**src/rtl/wishbone_classic_arbiter_if.sv**
```systemverilog
// Bus bundle between NUM_CTRL Wishbone classic controllers, the arbiter and one device port.
// The slave modport is the arbiter's view; master is the controllers-plus-device environment.
interface wishbone_classic_arbiter_if #(
  parameter int NUM_CTRL  = 2,
  parameter int ADR_WIDTH = 16,
  parameter int DAT_WIDTH = 8
);
  logic [NUM_CTRL-1:0]           ctrl_cyc_i;
  logic [NUM_CTRL-1:0]           ctrl_stb_i;
  logic [NUM_CTRL-1:0]           ctrl_we_i;
  logic [NUM_CTRL*ADR_WIDTH-1:0] ctrl_adr_i;
  logic [NUM_CTRL*DAT_WIDTH-1:0] ctrl_dat_i;
  logic [DAT_WIDTH-1:0]          ctrl_dat_o;
  logic [NUM_CTRL-1:0]           ctrl_ack_o;
  logic [NUM_CTRL-1:0]           ctrl_err_o;
  logic [NUM_CTRL-1:0]           ctrl_rty_o;
  logic                          dev_cyc_o;
  logic                          dev_stb_o;
  logic                          dev_we_o;
  logic [ADR_WIDTH-1:0]          dev_adr_o;
  logic [DAT_WIDTH-1:0]          dev_dat_o;
  logic [DAT_WIDTH-1:0]          dev_dat_i;
  logic                          dev_ack_i;
  logic                          dev_err_i;
  logic                          dev_rty_i;

  modport slave (
    input  ctrl_cyc_i, ctrl_stb_i, ctrl_we_i, ctrl_adr_i, ctrl_dat_i,
    output ctrl_dat_o, ctrl_ack_o, ctrl_err_o, ctrl_rty_o,
    output dev_cyc_o, dev_stb_o, dev_we_o, dev_adr_o, dev_dat_o,
    input  dev_dat_i, dev_ack_i, dev_err_i, dev_rty_i
  );

  modport master (
    output ctrl_cyc_i, ctrl_stb_i, ctrl_we_i, ctrl_adr_i, ctrl_dat_i,
    input  ctrl_dat_o, ctrl_ack_o, ctrl_err_o, ctrl_rty_o,
    input  dev_cyc_o, dev_stb_o, dev_we_o, dev_adr_o, dev_dat_o,
    output dev_dat_i, dev_ack_i, dev_err_i, dev_rty_i
  );
endinterface

```
**src/rtl/wishbone_classic_arbiter.sv**
```systemverilog
// Round-robin arbiter granting a shared Wishbone classic device port for whole cycles,
// with a watchdog that aborts stalled strobes and answers the owner with a single err.
module wishbone_classic_arbiter #(
  parameter int NUM_CTRL  = 2,
  parameter int ADR_WIDTH = 16,
  parameter int DAT_WIDTH = 8,
  parameter int TIMEOUT   = 255
) (
  input  logic                  clk_i,
  input  logic                  rst_ni,
  wishbone_classic_arbiter_if.slave bus,
  output logic [NUM_CTRL-1:0]   grant_o
);
  localparam int IDX_W = (NUM_CTRL > 1) ? $clog2(NUM_CTRL) : 1;
  localparam int CNT_W = (TIMEOUT > 0) ? $clog2(TIMEOUT + 1) : 1;

  typedef enum logic [1:0] {IDLE, OWN, ABORT} state_e;

  state_e              state_q, state_d;
  logic [NUM_CTRL-1:0] grant_q, grant_d;
  // Owner index while granted; doubles as the last-granted round-robin pointer.
  logic [IDX_W-1:0]    idx_q, idx_d;
  logic [CNT_W-1:0]    wdog_q, wdog_d;
  logic                err_pend_q, err_pend_d;

  logic own_cyc, own_stb, dev_resp, stalled, wdog_hit, found;
  int   cand;

  assign own_cyc  = bus.ctrl_cyc_i[idx_q];
  assign own_stb  = bus.ctrl_stb_i[idx_q];
  assign dev_resp = bus.dev_ack_i | bus.dev_err_i | bus.dev_rty_i;
  assign stalled  = (state_q == OWN) && own_stb && !dev_resp;
  // Abort on the edge at which the stall count would reach TIMEOUT; a response that cycle wins.
  assign wdog_hit = (TIMEOUT > 0) && stalled && ((int'(wdog_q) + 1) == TIMEOUT);

  always_comb begin
    state_d    = state_q;
    grant_d    = grant_q;
    idx_d      = idx_q;
    wdog_d     = '0;
    err_pend_d = 1'b0;
    found      = 1'b0;
    cand       = 0;
    unique case (state_q)
      IDLE: begin
        for (int k = 1; k <= NUM_CTRL; k++) begin
          cand = (int'(idx_q) + k) % NUM_CTRL;
          if (!found && bus.ctrl_cyc_i[cand]) begin
            found          = 1'b1;
            idx_d          = IDX_W'(cand);
            grant_d        = '0;
            grant_d[cand]  = 1'b1;
            state_d        = OWN;
          end
        end
      end
      OWN: begin
        if (!own_cyc) begin
          state_d = IDLE;
          grant_d = '0;
        end else if (wdog_hit) begin
          state_d    = ABORT;
          err_pend_d = 1'b1;
        end else if (stalled && (TIMEOUT > 0)) begin
          wdog_d = wdog_q + CNT_W'(1);
        end
      end
      ABORT: begin
        if (!own_cyc) begin
          state_d = IDLE;
          grant_d = '0;
        end
      end
      default: begin
        state_d = IDLE;
        grant_d = '0;
      end
    endcase
  end

  always_ff @(posedge clk_i) begin
    if (!rst_ni) begin
      state_q    <= IDLE;
      grant_q    <= '0;
      idx_q      <= IDX_W'(NUM_CTRL - 1);
      wdog_q     <= '0;
      err_pend_q <= 1'b0;
    end else begin
      state_q    <= state_d;
      grant_q    <= grant_d;
      idx_q      <= idx_d;
      wdog_q     <= wdog_d;
      err_pend_q <= err_pend_d;
    end
  end

  assign grant_o        = grant_q;
  assign bus.ctrl_dat_o = bus.dev_dat_i;

  // Device side follows the owner only in OWN; ABORT isolates the device and ignores its responses.
  always_comb begin
    bus.dev_cyc_o  = 1'b0;
    bus.dev_stb_o  = 1'b0;
    bus.dev_we_o   = 1'b0;
    bus.dev_adr_o  = '0;
    bus.dev_dat_o  = '0;
    bus.ctrl_ack_o = '0;
    bus.ctrl_err_o = '0;
    bus.ctrl_rty_o = '0;
    if (state_q == OWN) begin
      bus.dev_cyc_o  = own_cyc;
      bus.dev_stb_o  = own_stb;
      bus.dev_we_o   = bus.ctrl_we_i[idx_q];
      bus.dev_adr_o  = bus.ctrl_adr_i[int'(idx_q)*ADR_WIDTH +: ADR_WIDTH];
      bus.dev_dat_o  = bus.ctrl_dat_i[int'(idx_q)*DAT_WIDTH +: DAT_WIDTH];
      bus.ctrl_ack_o = grant_q & {NUM_CTRL{bus.dev_ack_i}};
      bus.ctrl_err_o = grant_q & {NUM_CTRL{bus.dev_err_i}};
      bus.ctrl_rty_o = grant_q & {NUM_CTRL{bus.dev_rty_i}};
    end else if (state_q == ABORT) begin
      bus.ctrl_err_o = grant_q & {NUM_CTRL{err_pend_q}};
    end
  end
endmodule
```
**src/flat_wrapper.sv**
```systemverilog
// flat-port wrapper written by rule: the top's interface ports become plain ports
module wishbone_classic_arbiter_flat 
#(
  parameter int NUM_CTRL  = 2,
  parameter int ADR_WIDTH = 16,
  parameter int DAT_WIDTH = 8,
  parameter int TIMEOUT   = 255
)
  (clk_i, rst_ni, grant_o, bus_ctrl_cyc_i, bus_ctrl_stb_i, bus_ctrl_we_i, bus_ctrl_adr_i, bus_ctrl_dat_i, bus_ctrl_dat_o, bus_ctrl_ack_o, bus_ctrl_err_o, bus_ctrl_rty_o, bus_dev_cyc_o, bus_dev_stb_o, bus_dev_we_o, bus_dev_adr_o, bus_dev_dat_o, bus_dev_dat_i, bus_dev_ack_i, bus_dev_err_i, bus_dev_rty_i);
  wishbone_classic_arbiter_if #(.NUM_CTRL(NUM_CTRL), .ADR_WIDTH(ADR_WIDTH), .DAT_WIDTH(DAT_WIDTH)) bus_i ();
  input  logic clk_i;
  input  logic rst_ni;
  output logic [NUM_CTRL-1:0] grant_o;
  input wire logic [$bits(bus_i.ctrl_cyc_i)-1:0] bus_ctrl_cyc_i;
  input wire logic [$bits(bus_i.ctrl_stb_i)-1:0] bus_ctrl_stb_i;
  input wire logic [$bits(bus_i.ctrl_we_i)-1:0] bus_ctrl_we_i;
  input wire logic [$bits(bus_i.ctrl_adr_i)-1:0] bus_ctrl_adr_i;
  input wire logic [$bits(bus_i.ctrl_dat_i)-1:0] bus_ctrl_dat_i;
  output wire logic [$bits(bus_i.ctrl_dat_o)-1:0] bus_ctrl_dat_o;
  output wire logic [$bits(bus_i.ctrl_ack_o)-1:0] bus_ctrl_ack_o;
  output wire logic [$bits(bus_i.ctrl_err_o)-1:0] bus_ctrl_err_o;
  output wire logic [$bits(bus_i.ctrl_rty_o)-1:0] bus_ctrl_rty_o;
  output wire logic [$bits(bus_i.dev_cyc_o)-1:0] bus_dev_cyc_o;
  output wire logic [$bits(bus_i.dev_stb_o)-1:0] bus_dev_stb_o;
  output wire logic [$bits(bus_i.dev_we_o)-1:0] bus_dev_we_o;
  output wire logic [$bits(bus_i.dev_adr_o)-1:0] bus_dev_adr_o;
  output wire logic [$bits(bus_i.dev_dat_o)-1:0] bus_dev_dat_o;
  input wire logic [$bits(bus_i.dev_dat_i)-1:0] bus_dev_dat_i;
  input wire logic [$bits(bus_i.dev_ack_i)-1:0] bus_dev_ack_i;
  input wire logic [$bits(bus_i.dev_err_i)-1:0] bus_dev_err_i;
  input wire logic [$bits(bus_i.dev_rty_i)-1:0] bus_dev_rty_i;
  assign bus_i.ctrl_cyc_i = bus_ctrl_cyc_i;
  assign bus_i.ctrl_stb_i = bus_ctrl_stb_i;
  assign bus_i.ctrl_we_i = bus_ctrl_we_i;
  assign bus_i.ctrl_adr_i = bus_ctrl_adr_i;
  assign bus_i.ctrl_dat_i = bus_ctrl_dat_i;
  assign bus_ctrl_dat_o = bus_i.ctrl_dat_o;
  assign bus_ctrl_ack_o = bus_i.ctrl_ack_o;
  assign bus_ctrl_err_o = bus_i.ctrl_err_o;
  assign bus_ctrl_rty_o = bus_i.ctrl_rty_o;
  assign bus_dev_cyc_o = bus_i.dev_cyc_o;
  assign bus_dev_stb_o = bus_i.dev_stb_o;
  assign bus_dev_we_o = bus_i.dev_we_o;
  assign bus_dev_adr_o = bus_i.dev_adr_o;
  assign bus_dev_dat_o = bus_i.dev_dat_o;
  assign bus_i.dev_dat_i = bus_dev_dat_i;
  assign bus_i.dev_ack_i = bus_dev_ack_i;
  assign bus_i.dev_err_i = bus_dev_err_i;
  assign bus_i.dev_rty_i = bus_dev_rty_i;
  wishbone_classic_arbiter #(.NUM_CTRL(NUM_CTRL), .ADR_WIDTH(ADR_WIDTH), .DAT_WIDTH(DAT_WIDTH), .TIMEOUT(TIMEOUT)) u_core (.clk_i(clk_i), .rst_ni(rst_ni), .bus(bus_i), .grant_o(grant_o));
endmodule
```
**config.mk**
```make
export PLATFORM = sky130hd
export DESIGN_NAME = wishbone_classic_arbiter_flat
export DESIGN_NICKNAME = d
export VERILOG_FILES = /design/src/rtl/wishbone_classic_arbiter_if.sv /design/src/rtl/wishbone_classic_arbiter.sv /design/src/flat_wrapper.sv
export SDC_FILE = /design/constraint.sdc
export NUM_CORES = 1
export LEC_CHECK = 0
export ABC_AREA = 1
export CAP_MARGIN = 10
export CORE_ASPECT_RATIO = 1.5
export CORE_MARGIN = 1.5
export CORE_UTILIZATION = 33
export CTS_BUF_LIST = sky130_fd_sc_hd__clkbuf_2
export DETAILED_ROUTE_END_ITERATION = 8
export PLACE_DENSITY = 0.79
export SYNTH_ARGS = -nofsm -noshare
export SYNTH_HDL_FRONTEND = slang
export SYNTH_SLANG_ARGS = --single-unit
```
**constraint.sdc**
```tcl
create_clock -name clk_i -period 1.75 [get_ports clk_i]
set_clock_uncertainty 0.05 [all_clocks]
set_input_delay 0.35 -clock clk_i [delete_from_list [all_inputs] [get_ports clk_i]]
set_output_delay 0.35 -clock clk_i [all_outputs]
set_load 0.02 [all_outputs]
```
==> qor.yml <==
die_area_um2: 4293
grt_pass1_vias: 1647
p_leak_nw: 1.089
synth_top_area_share_pct: 21.77
violations: "negative setup slack"
syn_avg_cell_area_um2: 6.045
report.final.slew_viol_count: 0
setup_viol: 37
drc: 0
initial_core_util_pct: 34.65
status: "finished, violations left"
hold_buffers: 0
min_period_ps: 1833
ir_drop_mv: 0.7611
powerDensity_nw_per_um2: 1086
synth_cell_type_count: 26
drtIter0Drc: 25
cts_buffers: 3
nFillCells: 328
root_buffer: "clkbuf_2"
synth_common_cells: "nor2_1 (66), o21ai_0 (25), nand2_1 (23)"
synth_fp_nets: 285
vias: 1733
fin_ws_ps: -82.82
path_class: "reg2out"
finalInstanceArea_um2: 2505
r2r_start: "u_core.state_q[1]"
core_area_um2: 3716
cts_sinks: 14
min_to: "u_core.wdog_q[0]"
grt_start_max_net_pins: 15
multiInputGateArea_um2: 935.9
max-slew-margin-rel_pct: 79.53
crit_fanout: 6
dieHeight_um: 79.50
diodes: 0
worstSetupStartpointType: "register"
clk_pin_slew_ps: 140
yosysWarnings: 0
row_count: 27
grt_pass1_wl_um: 7224
min_delay_path_depth: 2
die_w_um: 54
cts_tree: "done"
p_total_w: 0.002720
post_drt_wl_per_cell_um: 13.78
hold_class: "reg2reg"
cts_max_path_buffers: 2
drtPass1Iterations: 4
fin_crit_sh_pct: 104.7
synth_area_um2: 1287
drive_gt1_share_pct: 34.88
seqCellArea_um2: 284.0
worst_slew_pin_slew_ps: 304.8
hold_viol: 0
worstHoldStart: "u_core.wdog_q[0]"
cap_violations: 0
track_usage_pct: 22.50
hpwl_um: 3706
critPathCaptureType: "output pin"
synth-seq-area-share_pct: 21.77
synthCells: 213
htreeDepth: 1
io_pins: 110
area_growth_pct: 94.56
synth_edf_count: 0
r2r_end: "u_core.wdog_q[5]"
synth.most_common_cell: "nor2_1"
place_area_um2: 2359
async_flop_share_pct: 0
numPortBuffers: 93
worstPathRequired_ps: 1350
synth_top_cell_by_area: "dfxtp_1"
r2r_cells: 9
postRouteAntennaNets: 0
clkLatencyLatePin_ps: 300
crit_arrival_ps: 1430
grt_remaining_overflow: 0
rsz0062_at_grt: "true"
synth_ff_type: "dfxtp_1"
antenna_found_initial: 0
nNetsFinal: 397
wl_um: 5059
synth_seq_cells: 14
vias_per_cell: 4.722
synth.area.top_cells: "dfxtp_1 (22%), nor2_1 (19%), o21ai_0 (9.7%)"
ff2ff_setup_slack_ps: -20
place_congestion: 0.7967
max_freq_ghz: 0.5456
-- area by class of cell --
class	count	share of cell area [%]
clock buffers	3	0.5994
clock inverters	1	0.1499
inverters	24	3.696
multi-input cells	159	37.36
flip-flops and latches	14	11.34
well taps	43	2.148
repair buffers	123	44.71
-- worst max path at each step --
stage,from,end,slack (ps)
4_1_cts,u_core.state_q[1],bus_dev_adr_o[12],-20
6_report,u_core.state_q[1],bus_dev_adr_o[11],-80
3_5_place_dp,bus_ctrl_cyc_i[1],bus_dev_cyc_o,-490
5_1_grt,u_core.state_q[1],bus_dev_adr_o[10],-160
2_1_floorplan,u_core.state_q[1],bus_ctrl_err_o[0],-140
3_3_place_gp,bus_ctrl_cyc_i[1],bus_dev_cyc_o,-490
-- cells by family after synthesis --
logic type	after synthesis	share of synthesized area, %
xor+xnor	1	0.6804
compound gates	38	16.13
simple gates	115	41.89
buf+inv	40	14.67
fa+ha+maj	5	4.859
flops	14	21.77
-- sequential cells by signal, indices dropped and copies added (netlist names) --
register and cells:
u_core.grant_o 2, u_core.state_q 2, u_core.wdog_q 8, u_core.err_pend_q 1, u_core.idx_q 1
-- critical path, cell delays in order (launching register included) --
cell and delay, ps:
dfxtp_2 350, inv_2 70, ha_4 210, clkbuf_16 170, o21ai_2 50, nor2_1 120
buf_4 150
-- layer usage --
layer | vias up | GRT usage [%] | part of all wire, %
li1 | 889 | - | -
met1 | 765 | 19.33 | 33
met2 | 68 | 43.78 | 53
met3 | 11 | 8.614 | 12
met4 | 0 | 8.000 | 2.2
met5 | - | 0 | 0
-- repair_timing --
action,CTS,global route
buffers inserted,2,2
endpoints found under the setup margin,45,45
gates cloned,2,1
gates resized for setup,187,41
pin swaps,4,17
-- layout by cell type, fill, tap and decap left out, drive strengths merged --
master	instances
a21oi	10
clkdlybuf4s50	58
inv	24
dlygate4sd2	2
o21ai	26
o21bai	1
nor2	70
a211o	1
clkinv	1
nand3	9
nand2	26
xnor2	1
clkbuf	4
dfxtp	14
nor4	1
ha	5
nor3	8
buf	62
nand4	1
-- per-stage QoR --
stage          hold WS, ps  instances  utilization [%]  TNS, ps  setup WS [ps]
6_report             513.3        367            67.41    -1387         -82.82
5_1_grt              550.4        367            67.41    -5113         -162.8
2_1_floorplan        389.8        213                -   -288.0         -142.4
3_5_place_dp         489.5        356            63.47   -11870         -492.9
4_1_cts              518.7        364            63.74   -236.9         -22.24
3_3_place_gp         469.2        356            63.47   -11020         -490.4
-- power breakdown --
group	leakage, nW	switching (W)	internal, W	total (W)
Sequential	0.114	0.0000363	0.000362	0.000398
Clock	0.0140	0.000111	0.0000495	0.000161
Combinational	0.961	0.00114	0.00102	0.00216
Total	1.09	0.00129	0.00143	0.00272
Note: power is estimated with default switching activity, not from simulation.
